[config.mk]
export PLATFORM = sky130hd
export DESIGN_NAME = serial_adder_ctrl
export DESIGN_NICKNAME = d
export VERILOG_FILES = /design/src/rtl/serial_adder_ctrl.sv
export SDC_FILE = /design/constraint.sdc
export NUM_CORES = 1
export LEC_CHECK = 0
export BUFFER_PORTS_ARGS = -buffer_cell sky130_fd_sc_hd__buf_2
export CORE_AREA = 2 2 57 59
export DETAILED_ROUTE_END_ITERATION = 8
export DIE_AREA = 0 0 59 61
export PLACE_DENSITY = 0.81
export SLEW_MARGIN = 20
export SYNTH_ARGS = -nofsm -noshare
export SYNTH_HDL_FRONTEND = slang
export SYNTH_HIERARCHICAL = 1
export SYNTH_SLANG_ARGS = --single-unit
[constraint.sdc]
create_clock -name clk -period 2.55 [get_ports clk]
set_input_delay 0.255 -clock clk [delete_from_list [all_inputs] [get_ports clk]]
set_output_delay 0.255 -clock clk [all_outputs]
set_load 0.02 [all_outputs]
[src/rtl/serial_adder_ctrl.sv]
// Bit-serial adder: one full-adder cell stepped LSB-first over WIDTH clocks,
// with the carry held in a flop between bit steps.

// Single-bit full adder cell.
module fulladder (
  input  logic a,
  input  logic b,
  input  logic ci,
  output logic s,
  output logic co
);
  assign s  = a ^ b ^ ci;
  assign co = (a & b) | (ci & (a ^ b));
endmodule

module serial_adder_ctrl #(
  parameter int unsigned WIDTH = 8
) (
  input  logic             clk,
  input  logic             rst_n,
  input  logic             start,
  input  logic [WIDTH-1:0] a,
  input  logic [WIDTH-1:0] b,
  input  logic             cin,
  output logic             busy,
  output logic             done,
  output logic [WIDTH-1:0] sum,
  output logic             cout
);

  localparam int unsigned CW = $clog2(WIDTH + 1);

  typedef enum logic [1:0] {
    IDLE = 2'd0,
    RUN  = 2'd1,
    DONE = 2'd2
  } state_t;

  state_t           state;
  logic [WIDTH-1:0] a_sh;
  logic [WIDTH-1:0] b_sh;
  logic [WIDTH-1:0] acc;
  logic [WIDTH-1:0] acc_nxt;
  logic             carry;
  logic [CW-1:0]    cnt;
  logic             s_bit;
  logic             c_bit;

  fulladder u_fa (
    .a  (a_sh[0]),
    .b  (b_sh[0]),
    .ci (carry),
    .s  (s_bit),
    .co (c_bit)
  );

  // Result shift: new sum bit enters at the MSB (written to also cover WIDTH=1).
  always_comb begin
    acc_nxt            = acc >> 1;
    acc_nxt[WIDTH-1]   = s_bit;
  end

  // Controller, datapath shifters and registered outputs.
  always_ff @(posedge clk or negedge rst_n) begin
    if (!rst_n) begin
      state <= IDLE;
      a_sh  <= '0;
      b_sh  <= '0;
      acc   <= '0;
      carry <= 1'b0;
      cnt   <= '0;
      busy  <= 1'b0;
      done  <= 1'b0;
      sum   <= '0;
      cout  <= 1'b0;
    end else begin
      case (state)
        IDLE, DONE: begin
          done <= 1'b0;
          if (start) begin
            a_sh  <= a;
            b_sh  <= b;
            carry <= cin;
            cnt   <= '0;
            busy  <= 1'b1;
            state <= RUN;
          end else begin
            busy  <= 1'b0;
            state <= IDLE;
          end
        end
        RUN: begin
          acc   <= acc_nxt;
          carry <= c_bit;
          a_sh  <= a_sh >> 1;
          b_sh  <= b_sh >> 1;
          cnt   <= cnt + CW'(1);
          if (cnt == CW'(WIDTH - 1)) begin
            sum   <= acc_nxt;
            cout  <= c_bit;
            busy  <= 1'b0;
            done  <= 1'b1;
            state <= DONE;
          end
        end
        default: begin
          busy  <= 1'b0;
          done  <= 1'b0;
          state <= IDLE;
        end
      endcase
    end
  end

endmodule

**After elaboration in Yosys (flattened, before gate mapping)**

Index checks and enable logic that the tools add are counted.

- Bits in registers: 42
- Bits in latches: 0
- Bits in writable memories: 0
- ROM bits: 0
- Input port bits: 20
- Output and inout bits: 11
- Word-level logic and storage cells: 42
- Memories: 0

- Add/subtract/negate cells: 1
- $mul: 0
- Div/mod/pow operators: 0
- Order comparisons: 0
- Equality and inequality tests: 5
- Shift operators: 0
- Muxes and demuxes: 16
- Bitwise operators: 5
- Reductions and logical operators: 5

Operators with widths:

| cell | count |
|---|---|
| $pmux W8 S2 | 2 |
| $mux W8 | 2 |
| $pmux W4 S2 | 1 |
| $mux W1 | 6 |
| $add A4 B1 Y4 const B | 1 |
| $eq A4 B3 Y1 const B | 1 |
| $mux W4 | 1 |
| $ne A2 B2 Y1 const B | 2 |
| $pmux W1 S2 | 2 |
| $pmux W2 S2 | 1 |
| $reduce_and A2 Y1 | 2 |
| $and A1 B1 Y1 | 2 |
| $eq A2 B1 Y1 const B | 1 |
| $eq A2 B2 Y1 const B | 1 |
| $logic_not A2 Y1 | 1 |
| $mux W2 | 1 |
| $reduce_bool A2 Y1 | 1 |
| $reduce_or A2 Y1 | 1 |
| $xor A1 B1 Y1 | 2 |
| $or A1 B1 Y1 | 1 |

**Logic depth before layout (Yosys ltp)**

Gate-level depths: netlist (run 1).

- Depth after elaboration: 4
- Gate-level depth with buffers: 5
- Gate-level depth less buffers: 4

**By module**

The synthesis (run 1) kept the hierarchy.

By module, submodules not included:

| module | times used | cells each | area each (µm²) | sequential area each (µm²) |
|---|---|---|---|---|
| serial_adder_ctrl | 1 | 111 | 1652.8 | 975.9 |
| fulladder | 1 | 1 | 20.0 | 0.0 |

**Worst setup path before layout (run 1)**

OpenSTA, ideal clock, no wires.

- Kind: reg2reg
- From: register state[0]
- To: register cout
- Setup time: 0.125 ns
- Data arrival time: 1.349 ns
- Data required time: 2.425 ns
- Path slack: 1.076 ns
- Stages on the path, launching flop included: 5
- Path buffers: 1
- Clock period less this slack: 1.474 ns
- Path through: dfrtp_1 nor2b_4 nor3b_2 buf_6 mux2_4

- Cells in the longest elaborated chain, start to end: 2

RTL lines:

| what | RTL line | source |
|---|---|---|
| from (decl) | 39 | `state_t state;` |
| from (signal assigned) | 66 | `state <= IDLE;` |
| from (signal assigned) | 86 | `state <= RUN;` |
| from (signal assigned) | 89 | `state <= IDLE;` |
| $eq A2 B1 Y1 | 77 | `case (state)` |
| $reduce_and A2 Y1 (no line) | -- |  |
| to (signal assigned) | 100 | `cout <= c_bit;` |
| to (decl) | 28 | `output logic cout` |

Every way passes these cells.
A chain may end at the register's enable or synchronous reset.

**Worst setup path after layout (run 1)**

- From: register state[0]
- To: register sum[2]

- Cells in the longest elaborated chain, start to end: 2

RTL lines:

| what | RTL line | source |
|---|---|---|
| $eq A2 B1 Y1 | 77 |  |
| $reduce_and A2 Y1 (no line) | -- |  |
| to (signal assigned) | 99 | `sum <= acc_nxt;` |
| to (decl) | 27 | `output logic [WIDTH-1:0] sum,` |

Every way passes these cells.

==> results.toml, run 1 <==
[synth]
syn-cell-area_sq_um = 1670
synth_top_area_share_pct = 58.3
ys_seq_area_share_pct = 58.3
yosysUniqueCellTypes = 20
ys_ff_latch = 39
synthCells = 112
yosysTopAreaCell = "dfrtp_1"
yosysWarnings = 6
synth_area_leaders = "dfrtp_1, a22o_1, mux2_4"
syn-num-nets = 134
avgSynthCellArea_sq_um = 14.9

[worst_setup_path]
cp-end-kind = "flop"
cp.required_ps = 2770
cp_max_fo = 14
worstSetupStartpointType = "flop"
worst_ep_arrival_time_ps = 1860
crit_type = "reg2reg"

[timing]
relSlewSlack_pct = 45.1
post-route-period-util_pct = 64.7
fin_skew_ps = 6.23
finalSetupTns_ps = 0
fmax_mhz = 607
period_needed_ps = 1650
hold_slack_ps = 11.4
tightest_slew_ps = 824
setup_viol = 0
hold_violations = 0
drv_slew = 0
rsz0062_at_grt = "no"

[run_status]
status = "complete, no violations"

[global_route]
grt_overflow = 0
antenna_found_initial = 0
grt_pass1_wl_mm = 4.68
grt_pass1_vias = 1111
gr-usage-all-layers_pct = 17.9
grt_max_degree = 40

[finish]
design_area_sq_um = 1870
finalNetCount = 167
areaGrowthSynthToFinish_pct = 11.6
drive_gt1_share_pct = 35.4
fin_util_pct = 63.2
n_fill_cell = 239
n_antenna_cell = 0

[detailed_routing]
dr_total_vias = 1017
final_antenna_net_count = 0
drt-vias-per-instance = 5.75
avgRoutedWirePerCell_microns = 15.0
dr.pass1.iters = 2
routed_wl_mm = 2.66
drcViolationCount = 0
drt-initial-drc-count = 35

[power]
p_leak_nw = 1.01
irDropWorstVdd_uv = 528
power_density_nw_per_um2 = 1270

[cts]
cts.sinks = 39
post_cts_buffers = 0
cts_buffers = 5
clk_pin_slew_ps = 100
htree_levels = 2
cts_tree = "yes"
insertion_delay_ps = 330
cts_root_buffer = "clkbuf_4"
cts_buffer_depth = 2
post_cts_resize_count = 0
holdBufCountCts = 0

[place]
place.gp.congestion = 0.681
numPortBuffers = 30
dp_hpwl_mm = 1.91
dpl_cell_area_sq_um = 1830

[floorplan]
io_pins = 31
core_area_sq_um = 2950
die-height_microns = 61
initial_core_util_pct = 56.7
fp-row-count = 20
die_area_sq_um = 3600
die_w_microns = 59

[hold_path]
min_path_type = "in2async"

[flow_run]
maxCapViolCount = 0
-- critical path, cell delays in order, from the launching register on --
cell	delay, ps
dfrtp_1	380
nor2b_4	360
nor3b_2	230
buf_4	240
mux2_4	320
-- sequential cells by signal, summed over array words and instances, names as in the netlist, 4 cells and up --
signal and flops:
b_sh 8, sum 8, acc 7, cnt 4
a_sh 8
-- path summary, 6_finish.rpt --
| kind | depth (start not counted) | slack [ps] | from | to |
|---|---|---|---|---|
| worst max-delay path | 4 | 900 | state[0]$_DFFE_PN0P_ | sum[2]$_DFFE_PN0P_ |
| worst min-delay path | 1 | 10 | rst_n | acc[1]$_DFFE_PN0P_ |
| worst max register to register | 4 | 900 | state[0]$_DFFE_PN0P_ | sum[2]$_DFFE_PN0P_ |
| worst min register to register | 1 | 480 | b_sh[5]$_DFFE_PN0P_ | b_sh[5]$_DFFE_PN0P_ |
| max in group asynchronous | 1 | 2020 | rst_n | a_sh[2]$_DFFE_PN0P_ |
| min in group clk | 2 | 160 | a[7] | a_sh[7]$_DFFE_PN0P_ |
-- through the flow --
stage | setup WS, ps | std cells | total power, W
6_report | 901 | 177 | 0.00237
4_1_cts | 885 | 177 | 0.00241
3_3_place_gp | 983 | 171 | 0.00207
3_5_place_dp | 911 | 171 | 0.00214
5_1_grt | 799 | 177 | 0.00256
2_1_floorplan | 1080 | 112 | 0.00192
-- cells by family (layout without fill, tap and decap cells) --
group / Yosys count / after routing / share of synthesized area (%)
AOI/OAI and AO/OA: 35 / 35 / 17.0
muxes: 19 / 19 / 14.7
adders and majority gates: 2 / 2 / 1.94
DFF: 39 / 39 / 58.3
and+or+nand+nor: 10 / 10 / 4.41
buffers and inverters: 7 / 39 / 3.66
-- routing by layer --
metal	up-vias	GRT usage, %	share of wire [%]
li1	474	-	-
met1	516	20.1	44
met2	25	31.4	50
met3	2	6.82	5.1
met4	0	5.84	0.94
met5	-	0	0
-- power breakdown --
part / total, W / switching, W / internal (W)
Combinational: 0.00101 / 0.000470 / 0.000543
Sequential: 0.00109 / 0.000185 / 0.000907
Clock: 0.000266 / 0.000168 / 0.0000980
Total: 0.00237 / 0.000824 / 0.00155
-- cell type report --
type	instances	area, sq um	share of cell area, %
clock buffers	6	41.3	2.21
multi-input cells	66	636	34.0
well taps	33	41.3	2.21
repair buffers	33	173	9.25
flip-flops and latches	39	976	52.3
-- placed cells by master, fill, tap and decap left out --
| cell type | synthesis | layout |
|---|---|---|
| dfrtp_1 | 39 | 39 |
| buf_2 | 1 | 30 |
| a22o_1 | 19 | 19 |
| a21o_1 | 15 | 15 |
| mux2_4 | 9 | 9 |
| mux2_1 | 7 | 7 |
| clkbuf_4 | 0 | 5 |
| nand2_1 | 3 | 3 |
| buf_4 | 3 | 3 |
| nor2b_1 | 2 | 2 |
| mux2i_1 | 2 | 2 |
| nor2b_4 | 1 | 1 |
| nor3b_2 | 1 | 1 |
| nor2_4 | 1 | 1 |
| mux2_2 | 1 | 1 |
| nand2b_1 | 1 | 1 |
| o21ai_1 | 1 | 1 |
| nand4_1 | 1 | 1 |
| ha_1 | 1 | 1 |
| clkbuf_1 | 0 | 1 |
| fa_1 | 1 | 1 |
-- cells in the mapped netlist --
| master | instances |
|---|---|
| a21o_1 | 15 |
| a22o_1 | 19 |
| buf_2 | 1 |
| buf_4 | 3 |
| buf_6 | 3 |
| dfrtp_1 | 39 |
| fa_1 | 1 |
| ha_1 | 1 |
| mux2_1 | 7 |
| mux2_2 | 1 |
| mux2_4 | 9 |
| mux2i_1 | 2 |
| nand2_1 | 3 |
| nand2b_1 | 1 |
| nand4_1 | 1 |
| nor2_4 | 1 |
| nor2b_1 | 2 |
| nor2b_4 | 1 |
| nor3b_2 | 1 |
| o21ai_1 | 1 |
No activity file was read; power rests on OpenSTA's default activity.
==> run 2, diff against run 1 <==
--- a/config.mk
+++ b/config.mk
@@ -5,11 +5,12 @@
 export SDC_FILE = /design/constraint.sdc
 export NUM_CORES = 1
 export LEC_CHECK = 0
+export ABC_AREA = 1
 export BUFFER_PORTS_ARGS = -buffer_cell sky130_fd_sc_hd__buf_2
-export CORE_AREA = 2 2 57 59
+export CORE_AREA = 2 2 63 65
 export DETAILED_ROUTE_END_ITERATION = 8
-export DIE_AREA = 0 0 59 61
-export PLACE_DENSITY = 0.81
+export DIE_AREA = 0 0 65 67
+export PLACE_DENSITY = 0.72
 export SLEW_MARGIN = 20
 export SYNTH_ARGS = -nofsm -noshare
 export SYNTH_HDL_FRONTEND = slang
==> constraint.sdc (replaced) <==
create_clock -name clk -period 1.4 [get_ports clk]
set_input_delay 0.14 -clock clk [delete_from_list [all_inputs] [get_ports clk]]
set_output_delay 0.14 -clock clk [all_outputs]
set_load 0.02 [all_outputs]
==> run 2 against run 1 <==
Sequential power is 81% higher; clock power rose to 3.1 times the previous value; flip-flop and latch count is the same; worst setup slack worse by 750 ps; maximum frequency is 32% higher; routed wire length rose by 21%; largest power group unchanged.
==> results.toml, run 2 <==
[run_status]
status = "complete, no violations"

[finish]
fin_util_pct = 57.4
n_antenna_cell = 0
finalNonFillerCells = 306
top_regs = "a_sh x8, b_sh x8, sum x8"
drive_gt1_share_pct = 20.2
areaGrowthSynthToFinish_pct = 19.3
layout_common_cells = "nand2_1, dfrtp_1, buf_2"
n_fill_cell = 342
finalNetCount = 279
final_common_cell = "nand2_1"

[cts]
insertion_delay_ps = 290
cts_root_buffer = "clkbuf_8"
cts_tree = "yes"
cts.sinks = 39
cts_buffers = 5
cts_buffer_depth = 2
htree_levels = 2
clk_pin_slew_ps = 70

[power]
p_sw_share_pct = 40.3
power_switching_w = 0.00187
internal-power_w = 0.00277
power_frac_comb_pct = 39.7
power_density_nw_per_um2 = 2240
p_total_w = 0.00463
seq_power_share_pct = 42.5
p_leak_nw = 1.19
power_frac_clock_pct = 17.8
irDropWorstVdd_uv = 1050

[synth]
ys_seq_area_share_pct = 56.3
yosysTopAreaCell = "dfrtp_1"
yosysUniqueCellTypes = 17
ys_ff_latch = 39
syn-cell-area_sq_um = 1730
synth_top_cells_by_count = "nand2_1, dfrtp_1, inv_1, o21ai_0"
avgSynthCellArea_sq_um = 7.95
synth_area_leaders = "dfrtp_1, nand2_1, inv_1"
synthCells = 218
synth_flop_cell = "dfrtp_1"
synth.most_common_cell = "nand2_1"
async_flop_share_pct = 100
synth_edf_count = 0
syn-num-nets = 240
synth_top_area_share_pct = 56.3
yosysWarnings = 6

[timing]
tightest_slew_ps = 396
fmax_mhz = 800
finalSetupTns_ps = 0
post-route-period-util_pct = 89.3
fin_skew_ps = 3.49
setup_viol = 0
relSlewSlack_pct = 73.6
hold_violations = 0
hold_slack_ps = 46.9
rsz0062_at_grt = "no"
drv_slew = 0
period_needed_ps = 1250

[global_route]
antenna_found_initial = 0
grt_overflow = 0
grt_pass1_vias = 1303
grt_pass1_wl_mm = 5.64
gr-usage-all-layers_pct = 17.5
grt_max_degree = 25

[floorplan]
initial_core_util_pct = 48.1
core_area_sq_um = 3610
die-height_microns = 67
die_w_microns = 65
io_pins = 31
fp-row-count = 22
die_area_sq_um = 4360

[place]
dp_hpwl_mm = 2.22
place.gp.congestion = 0.816
place_inst = 296
numPortBuffers = 30

[worst_setup_path]
cp.required_ps = 1580
crit_type = "reg2reg"
crit_top_cell = "nand2_1"
cp-end-kind = "flop"
cpPeakStageDelay_ps = 410
crit_chain = "ha_1 > nand2_1 > nor2_2 > nand2_2 > nand2_1 > nand2_1"
cpMaxStageDelayCell = "dfrtp_1"
cp_max_fo = 5
worst_ep_arrival_time_ps = 1430
worstSetupStartpointType = "flop"

[detailed_routing]
drt-vias-per-instance = 4.50
dr.pass1.iters = 4
drcViolationCount = 0
routed_wl_mm = 3.22
final_antenna_net_count = 0
drt-initial-drc-count = 36
dr_total_vias = 1376
avgRoutedWirePerCell_microns = 10.5

[hold_path]
min_path_type = "in2reg"

[flow_run]
maxCapViolCount = 0
run 2: metrics by stage:
step	setup slack, ps	instance area (sq um)
after floorplan	238	1730
after global placement	193	1950
after detailed placement	142	1950
after CTS	126	2060
after global routing	2.56	2070
final	150	2070
run 2: power groups by stage:
stage	sequential (W)	clock (W)	combinational, W
global route	0.00203	0.000909	0.00216
finish	0.00197	0.000826	0.00184
CTS	0.00197	0.000850	0.00185
floorplan	0.00210	0	0.00123
detailed placement	0.00199	0	0.00184
global placement	0.00196	0	0.00180
run 2: per-layer routing:
layer / part of all wire (%) / global-route usage, % / vias to the layer above
met5: 0 / 0 / -
li1: - / - / 723
met2: 45 / 28.1 / 34
met4: 1.4 / 7.98 / 0
met1: 48 / 21.4 / 614
met3: 5.1 / 5.57 / 5
run 2: logic make-up after synthesis:
kind of cell	count (synthesis)	synth area share, %
and+or+nand+nor	141	32.1
DFF	39	56.3
buffers and inverters	28	7.36
AOI/OAI and AO/OA	8	2.31
adders and majority gates	2	1.88
run 2: final timing paths:
check | from | to | slack [ps] | cells after the start
worst min-delay path | a[7] | a_sh[7]$_DFFE_PN0P_ | 50 | 3
max in group asynchronous | rst_n | a_sh[1]$_DFFE_PN0P_ | 640 | 3
worst min register to register | acc[7]$_DFFE_PN0P_ | sum[6]$_DFFE_PN0P_ | 470 | 2
worst max-delay path | cnt[0]$_DFFE_PN0P_ | sum[0]$_DFFE_PN0P_ | 150 | 6
min in group asynchronous | rst_n | state[0]$_DFFE_PN0P_ | 320 | 2
worst max register to register | cnt[0]$_DFFE_PN0P_ | sum[0]$_DFFE_PN0P_ | 150 | 6
run 2: repair_timing:
action	CTS	global route
setup buffers	0	0
resized for setup	0	1
endpoints found under the setup margin	0	5
endpoints found under the hold margin	15	0
hold buffers	1	0
run 2: critical path, delay by kind of cell, from the launching register on:
kind | cells | cell delay (ps)
fa+ha+maj | 1 | 200
flops | 1 | 410
simple gates | 5 | 550
run 2: cell type report:
| type | instances | area, sq um | share of cell area (%) |
|---|---|---|---|
| flip-flops and latches | 39 | 976 | 47.2 |
| multi-input cells | 152 | 636 | 30.7 |
| repair buffers | 36 | 210 | 10.2 |
| clock buffers | 8 | 100 | 4.84 |
| inverters | 23 | 86.3 | 4.17 |
| well taps | 48 | 60.1 | 2.90 |
